**src/rtl/fetch_queue.sv**
```systemverilog
// Decoupling FIFO between the fetch stage and the decode pipeline register.
// Holds {PC, PC+4, instruction, predictor tags} per entry and drops everything on flush.
module fetch_queue #(
    parameter int WIDTH = 32,
    parameter int DEPTH = 4
) (
    input  logic                       clk,
    input  logic                       rst,
    input  logic                       flush,
    input  logic                       push_valid_F,
    output logic                       push_ready_F,
    input  logic [WIDTH-1:0]           PC_F,
    input  logic [WIDTH-1:0]           normal_F,
    input  logic [WIDTH-1:0]           inst_F,
    input  logic                       BP_decision_F,
    input  logic                       BP_en_F,
    output logic                       pop_valid_DE,
    input  logic                       pop_ready_DE,
    output logic [WIDTH-1:0]           PC_DE,
    output logic [WIDTH-1:0]           normal_DE,
    output logic [WIDTH-1:0]           inst_DE,
    output logic                       BP_decision_DE,
    output logic                       BP_en_DE,
    output logic [$clog2(DEPTH+1)-1:0] count,
    output logic                       full,
    output logic                       empty
);

    localparam int PW = $clog2(DEPTH);
    localparam int CW = $clog2(DEPTH+1);

    logic [WIDTH-1:0] pc_mem_q     [DEPTH];
    logic [WIDTH-1:0] normal_mem_q [DEPTH];
    logic [WIDTH-1:0] inst_mem_q   [DEPTH];
    logic             bp_dec_mem_q [DEPTH];
    logic             bp_en_mem_q  [DEPTH];

    logic [PW-1:0] wr_ptr_q, rd_ptr_q;
    logic [CW-1:0] count_q, count_d;
    logic          full_s, empty_s, push_s, pop_s;

    // Occupancy flags and handshake qualification; flush suppresses both moves.
    always_comb begin
        full_s  = (count_q == CW'(DEPTH));
        empty_s = (count_q == {CW{1'b0}});
        push_s  = push_valid_F && !full_s && !flush;
        pop_s   = pop_ready_DE && !empty_s && !flush;
    end

    // Next occupancy from the push/pop pair.
    always_comb begin
        count_d = count_q;
        case ({push_s, pop_s})
            2'b10:   count_d = count_q + CW'(1);
            2'b01:   count_d = count_q - CW'(1);
            default: count_d = count_q;
        endcase
    end

    // Pointer and occupancy registers; pointers wrap naturally since DEPTH is a power of two.
    always_ff @(posedge clk) begin
        if (rst || flush) begin
            wr_ptr_q <= {PW{1'b0}};
            rd_ptr_q <= {PW{1'b0}};
            count_q  <= {CW{1'b0}};
        end else begin
            if (push_s) begin
                wr_ptr_q <= wr_ptr_q + PW'(1);
            end
            if (pop_s) begin
                rd_ptr_q <= rd_ptr_q + PW'(1);
            end
            count_q <= count_d;
        end
    end

    // Entry storage: cleared only by reset, flush leaves stale data behind.
    always_ff @(posedge clk) begin
        if (rst) begin
            for (int i = 0; i < DEPTH; i++) begin
                pc_mem_q[i]     <= {WIDTH{1'b0}};
                normal_mem_q[i] <= {WIDTH{1'b0}};
                inst_mem_q[i]   <= {WIDTH{1'b0}};
                bp_dec_mem_q[i] <= 1'b0;
                bp_en_mem_q[i]  <= 1'b0;
            end
        end else if (push_s) begin
            pc_mem_q[wr_ptr_q]     <= PC_F;
            normal_mem_q[wr_ptr_q] <= normal_F;
            inst_mem_q[wr_ptr_q]   <= inst_F;
            bp_dec_mem_q[wr_ptr_q] <= BP_decision_F;
            bp_en_mem_q[wr_ptr_q]  <= BP_en_F;
        end else begin
            pc_mem_q[wr_ptr_q] <= pc_mem_q[wr_ptr_q];
        end
    end

    // Head presentation: zeroed whenever the queue holds nothing.
    always_comb begin
        if (empty_s) begin
            PC_DE          = {WIDTH{1'b0}};
            normal_DE      = {WIDTH{1'b0}};
            inst_DE        = {WIDTH{1'b0}};
            BP_decision_DE = 1'b0;
            BP_en_DE       = 1'b0;
        end else begin
            PC_DE          = pc_mem_q[rd_ptr_q];
            normal_DE      = normal_mem_q[rd_ptr_q];
            inst_DE        = inst_mem_q[rd_ptr_q];
            BP_decision_DE = bp_dec_mem_q[rd_ptr_q];
            BP_en_DE       = bp_en_mem_q[rd_ptr_q];
        end
    end

    // Status outputs decoded from registered occupancy only.
    always_comb begin
        count        = count_q;
        full         = full_s;
        empty        = empty_s;
        push_ready_F = !full_s;
        pop_valid_DE = !empty_s;
    end

endmodule

```
**config.mk**
```make
export PLATFORM = sky130hd
export DESIGN_NAME = fetch_queue
export DESIGN_NICKNAME = d
export VERILOG_FILES = /design/src/rtl/fetch_queue.sv
export SDC_FILE = /design/constraint.sdc
export NUM_CORES = 1
export LEC_CHECK = 0
export BUFFER_PORTS_ARGS = -buffer_cell sky130_fd_sc_hd__buf_2
export CORE_MARGIN = 3
export CORE_UTILIZATION = 45
export DETAILED_ROUTE_END_ITERATION = 12
export GPL_TIMING_DRIVEN = 0
export HOLD_SLACK_MARGIN = 0.12
export PLACE_DENSITY = 0.71
export SYNTH_ARGS = -nofsm -noshare
export SYNTH_HDL_FRONTEND = slang
export SYNTH_SLANG_ARGS = --single-unit
```
**constraint.sdc**
```tcl
create_clock -name clk -period 4.23 [get_ports clk]
set_clock_uncertainty 0.05 [all_clocks]
set_input_delay 0.423 -clock clk [delete_from_list [all_inputs] [get_ports clk]]
set_output_delay 0.423 -clock clk [all_outputs]
set_load 0.05 [all_outputs]
```
==> results.cfg, run 1 <==
[run_status]
run_status = complete, no violations

[sta]
setup-violations-final = 0
worst_pin_slew_ns = 1.30
final_cycle_utilization_of_the_critical_path = 0.806
timing.final.max_slew_violations = 0
maxClockFrequency_ghz = 0.293
report.final.hold_viol_count = 0
max-slew-margin-rel = 0.131
rsz_0062_raised_after_global_routing = no
setup_tns_final_ns = 0
finalCriticalPeriod_ns = 3.41

[worst_setup_path]
critical_path_start_end_classification = register to output pin
worst_setup_path_start_kind = register
r2r.worst_path.cells = 4
regToRegStartpoint = wr_ptr_q[0]
timing.critical_path.required_ns = 3.76
worst_ep_arrival_time_ns = 2.94
timing.critical_path.fanout_max = 10
critPathMaxStageDelay_ns = 0.50
critPathCaptureType = output pin
ff2ff_setup_slack_ns = 0.93
crit_path_cell_trace = or3_1 > buf_2 > clkbuf_1 > clkbuf_1 > and2_1 > buf_2
regToRegEndpoint = pc_mem_q[0][29]
crit_path_top_delay_cell = clkbuf_1

[finish]
drive_gt1_frac = 0.291
syn_to_final_growth_pct = 23.1
most_frequent_cells_in_the_layout = 392 x edfxtp_1, 294 x and3_1, 254 x buf_2
fin_util = 0.568
most_frequent_standard_cell_in_the_layout_excluding_fill_and_tap_cells = edfxtp_1
final_net_count = 1592

[detailed_routing]
vias = 11400
first_pass_iters = 5
drt_drc_violations_left = 0
drtAntennaViolNets = 0
wl_microns = 48000
wl_per_cell_microns = 23.5
vias_per_cell = 5.60
drt_iter0_markers = 891

[hold_path]
hold_end = pc_mem_q[3][17]
hold_start = PC_F[17]
hold_path_depth = 2
holdCritPathClass = primary input to register

[place]
gp_routability_congestion = 0.767
place.port_buffers = 207
detailed_place_hpwl_microns = 29700

[die]
fp.dieW_microns = 206
chipHeight_microns = 206
io-pin-count = 208
floorplan.initialDensity = 0.461
fp.coreArea_sq_um = 39100
placementRows = 72
floorplan.die_area_sq_um = 42500

[grt]
number_of_antenna_violations_at_the_first_check_in_global_routing = 5
grt_pass1_wl_microns = 72300
grt_usage = 0.229
globalRoute.totalOverflow = 0
grt_start_max_net_pins = 53
grt_pass1_vias = 11900

[pwr]
fin_total_pwr_w = 0.00920
worst_ir_drop_on_vdd_v = 0.000342
p_per_area_nw_per_um2 = 414
power.leakage_nw = 9.59

[logic_synthesis]
post_synth.cell_area_avg_sq_um = 15.7
synth_area_leaders = edfxtp_1 65%, mux4_2 12%, and3_1 10%
synth.ff_latch_count = 401
syn_nets = 1250
synth.largest_area_cell = edfxtp_1
post_synth_instance_area_sq_um = 18000
synth_largest_type_area_fraction = 0.653
post_synthesis_sequential_area_ratio = 0.663
synth_cell_types = 29
ys.warnings.count = 0
synthCells = 1145

[clock_tree]
cts_setup_buffers = 0
cts_inserted_buffers = 42
clock_sinks = 401
clock_path_buffers = 3
clock_pin_slew_on_the_worst_setup_and_hold_paths_ns = 0.06
cts_tree = done
insertion_delay_ns = 0.55
clock-root-buffer = clkbuf_16
post_cts.resized_instances = 0
ctsHtreeMaxLevel = 2

[run]
cap_violations = 0
-- state kept, by name, indices dropped and copies added (netlist names), named ones only --
| signal | cells |
|---|---|
| rd_ptr_q | 2 |
| bp_en_mem_q | 4 |
| inst_mem_q | 128 |
| pc_mem_q | 128 |
| bp_dec_mem_q | 4 |
| wr_ptr_q | 2 |
| count | 3 |
| normal_mem_q | 128 |
-- stage by stage --
| step | setup slack (ns) | hold slack [ns] | cells | cell area [sq um] |
|---|---|---|---|---|
| after floorplan | 0.254 | 0.409 | 1145 | 18000 |
| after global placement | -1.85 | 0.429 | 1870 | 19700 |
| after detailed placement | 0.892 | 0.439 | 1874 | 19900 |
| after CTS | 0.684 | 0.121 | 2039 | 22200 |
| after global routing | 0.520 | 0.132 | 2041 | 22200 |
| final | 0.819 | 0.151 | 2041 | 22200 |
-- what timing repair did --
item,in CTS,in global routing
endpoints found under the hold margin,170,0
hold buffers,87,0
endpoints found under the setup margin,0,0
-- layer usage --
metal  vias to the layer above  GRT usage  routed length, microns
met2                       481      0.373                   23400
li1                       5084          -                       -
met1                      5779      0.314                   19600
met4                         6     0.0686                    1340
met5                         -          0                      36
met3                        85     0.0477                    3700
-- area by class of cell --
cell class                 instances  area [sq um]
buffer                           109           508
clock inverter                    30           375
inverter                           7          28.8
clock buffer                      48          1090
tap                              518           648
antenna                            2          5.00
fill                            3124         16900
multi-input combinational        628          5570
sequential                       401         12000
timing repair buffer             298          2020
-- worst max-delay path: cells and delay by family, from the launching register on --
family	cells	cell delay, ns
buffers and inverters	4	1.60
flip-flops	1	0.42
AND/OR/NAND/NOR	2	0.35
-- cells by family after synthesis --
kind of cell | share of synthesized area
mux | 0.122
fa+ha+maj | 0.00180
xor+xnor | 0.00146
buf+inv | 0.0298
simple gates | 0.177
compound gates | 0.00437
flops | 0.663
-- power by group --
group	switching [W]	internal (W)	leakage [nW]	total (W)
combinational	0.000416	0.000263	4.72	0.000679
sequential	0.0000456	0.00454	4.15	0.00459
clock	0.00157	0.00236	0.713	0.00393
total	0.00203	0.00717	9.59	0.00920
-- synthesized netlist by cell type (all sizes together) --
cell	n
and3	294
edfxtp	392
nand3	2
nor2	8
a21o	2
a21oi	5
or3	3
and2	196
inv	7
or3b	1
o31ai	2
fa	1
nor3	1
nand2	1
buf	52
clkbuf	57
xor2	3
ha	1
mux4	98
o21ai	3
a31o	1
dfxtp	9
or2	1
nor2b	3
nand2b	2
-- worst max-delay path by stage --
stage	slack, ns	depth (start not counted)	end	start
after global placement	-1.85	5	pc_mem_q[1][29]	wr_ptr_q[0]
after floorplan	0.25	3	bp_dec_mem_q[1]	count[0]
after CTS	0.68	6	PC_DE[12]	count[0]
after global routing	0.52	6	PC_DE[12]	count[0]
after detailed placement	0.89	4	pc_mem_q[0][29]	wr_ptr_q[1]
final	0.82	6	PC_DE[12]	count[0]
Power figures use the tool's default switching activity.
==> run 2, diff against run 1 <==
PLACE_DENSITY = 0.74   (was 0.71)
clock period = 3 ns   (was 4.23 ns; I/O delays follow)
==> run 2 against run 1 <==
Worst setup slack worse by 0.73 ns. Flip-flop and latch count stayed put. Non-clock buffer count is 16 higher. Sequential power is 41% higher. Critical path depth is 2 lower. Total power is 34% higher. Global-route usage hardly changed. Critical endpoint is now inst_mem_q[0][28]. Largest cell class unchanged. Largest power group unchanged.
==> results.cfg, run 2 (synthesized netlist as in run 1, its figures left out) <==
[run_status]
run_status = complete, no violations

[finish]
multi_input_comb_area_sq_um = 5570
most_frequent_standard_cell_in_the_layout_excluding_fill_and_tap_cells = edfxtp_1
final_net_count = 1609
drive_gt1_frac = 0.286
finalNonFillerCells = 2054
most_frequent_cells_in_the_layout = 392 x edfxtp_1, 294 x and3_1, 250 x buf_2
flip_flop_and_latch_area_sq_um = 12000
reg.largest.list = inst_mem_q (128), normal_mem_q (128), pc_mem_q (128)
syn_to_final_growth_pct = 23.3
nFillCells = 3136

[die]
chipHeight_microns = 206
placementRows = 72
io-pin-count = 208
floorplan.die_area_sq_um = 42500
floorplan.initialDensity = 0.461
fp.dieW_microns = 206
fp.coreArea_sq_um = 39100

[clock_tree]
clock_sinks = 401
cts_tree = done
cts_inserted_buffers = 43
ctsHtreeMaxLevel = 2
clock_pin_slew_on_the_worst_setup_and_hold_paths_ns = 0.05
cts_setup_buffers = 0
clock-root-buffer = clkbuf_16
insertion_delay_ns = 0.55
clock_path_buffers = 3

[detailed_routing]
drt_iter0_markers = 1034
vias = 11600
first_pass_iters = 5
wl_met2_microns = 24000
top_layer_used = met4
wl_per_cell_microns = 23.4
drtAntennaViolNets = 0
vias_per_cell = 5.63
drt_drc_violations_left = 0
routed-wl-met3_microns = 3600
route.layer.met1.wl_microns = 19300
wl_microns = 48100

[sta]
final_cycle_utilization_of_the_critical_path = 0.969
report.final.hold_viol_count = 0
maxClockFrequency_ghz = 0.344
max-slew-margin-rel = 0.398
worst_pin_slew_ns = 0.902
finalCriticalPeriod_ns = 2.91
rsz_0062_raised_after_global_routing = no
finalHoldWorstSlack_ns = 0.210
timing.final.max_slew_violations = 0
setup-violations-final = 0

[pwr]
worst_ir_drop_on_vdd_v = 0.000320
p_per_area_nw_per_um2 = 557
power.leakage_nw = 9.59

[worst_setup_path]
critPathCaptureType = register
critical_path_start_end_classification = register to register
timing.critical_path.required_ns = 3.18
worstPathBufferInverterCount = 2
worst_setup_path_start_kind = register
worst_ep_arrival_time_ns = 3.08
crit_path_cell_trace = nor2_2 > clkbuf_1 > a21o_4 > buf_16
timing.critical_path.fanout_max = 37
worst_path_dominant_cell_family = buffers and inverters
critPathMaxStageDelay_ns = 0.72
crit_path_top_delay_cell = nor2_2

[grt]
grt_pass1_vias = 12100
grt_start_max_net_pins = 61
grt_usage = 0.229
globalRoute.totalOverflow = 0
grt_pass1_wl_microns = 72100
number_of_antenna_violations_at_the_first_check_in_global_routing = 4

[place]
place.port_buffers = 207
gp_routability_congestion = 0.793
detailed_place_hpwl_microns = 30900
place.detailed.instances = 1877

[hold_path]
holdCritPathClass = primary input to register

[run]
cap_violations = 0
## run 2: changes by cell type in the layout (fill, tap and decap cells not counted), moves of 2 or more
cell / change
dlygate4sd3_1: +14
bufinv_16: -7
clkinv_2: -5
clkbuf_1: +3
buf_4: +3
buf_2: -4
clkinv_8: -2
buf_12: +2
clkbuf_2: +5
clkbuf_16: +2
## run 2: per-layer routing
metal,global-route usage,vias to the layer above
li1,-,5117
met1,0.314,5847
met2,0.382,517
met3,0.0332,74
met4,0.0747,0
met5,0,-
## run 2: cell type report
cell class / count / area share
Sequential cell: 401 / 0.538
Multi-Input combinational cell: 628 / 0.251
Timing Repair Buffer: 315 / 0.100
Clock buffer: 59 / 0.0530
Tap cell: 518 / 0.0292
Buffer: 108 / 0.0234
Clock inverter: 15 / 0.00428
Inverter: 7 / 0.00129
Antenna cell: 3 / 0.000338
## run 2: power by group
group,switching (W),internal (W),leakage (nW)
sequential,0.0000649,0.00641,4.15
combinational,0.000597,0.000393,4.83
clock,0.00209,0.00282,0.614
## run 2: worst register-to-register path, cell delays in order (launching register included)
cell and delay, ns:
dfxtp_1 0.35, nor2_2 0.72, clkbuf_1 0.56, a21o_4 0.57, buf_16 0.31
## run 2: timing repair
| action | CTS | global route |
|---|---|---|
| hold buffers | 101 | 0 |
| endpoints found under the setup margin | 102 | 81 |
| resized for setup | 6 | 7 |
| hold endpoints to repair | 397 | 0 |
## run 2: per-stage QoR
stage	total power (W)	utilization	setup slack, ns	setup TNS (ns)	instance area (sq um)
after global placement	0.00743	0.504	-1.66	-382.66	19700
after global routing	0.0128	0.568	0.00312	0	22200
after floorplan	0.00708	-	-0.169	-33.07	18000
after CTS	0.0124	0.568	0.0161	0	22200
after detailed placement	0.00748	0.509	-0.247	-16.35	19900
final	0.0124	0.568	0.0928	0	22200
## run 2: worst paths after layout
| check | startpoint | endpoint | slack, ns | depth (start not counted) |
|---|---|---|---|---|
| setup / recovery | wr_ptr_q[1] | inst_mem_q[0][28] | 0.09 | 4 |
| hold / removal | push_valid_F | wr_ptr_q[0] | 0.21 | 4 |
| setup reg to reg | wr_ptr_q[1] | inst_mem_q[0][28] | 0.09 | 4 |
| hold reg to reg | rd_ptr_q[1] | rd_ptr_q[1] | 0.47 | 2 |
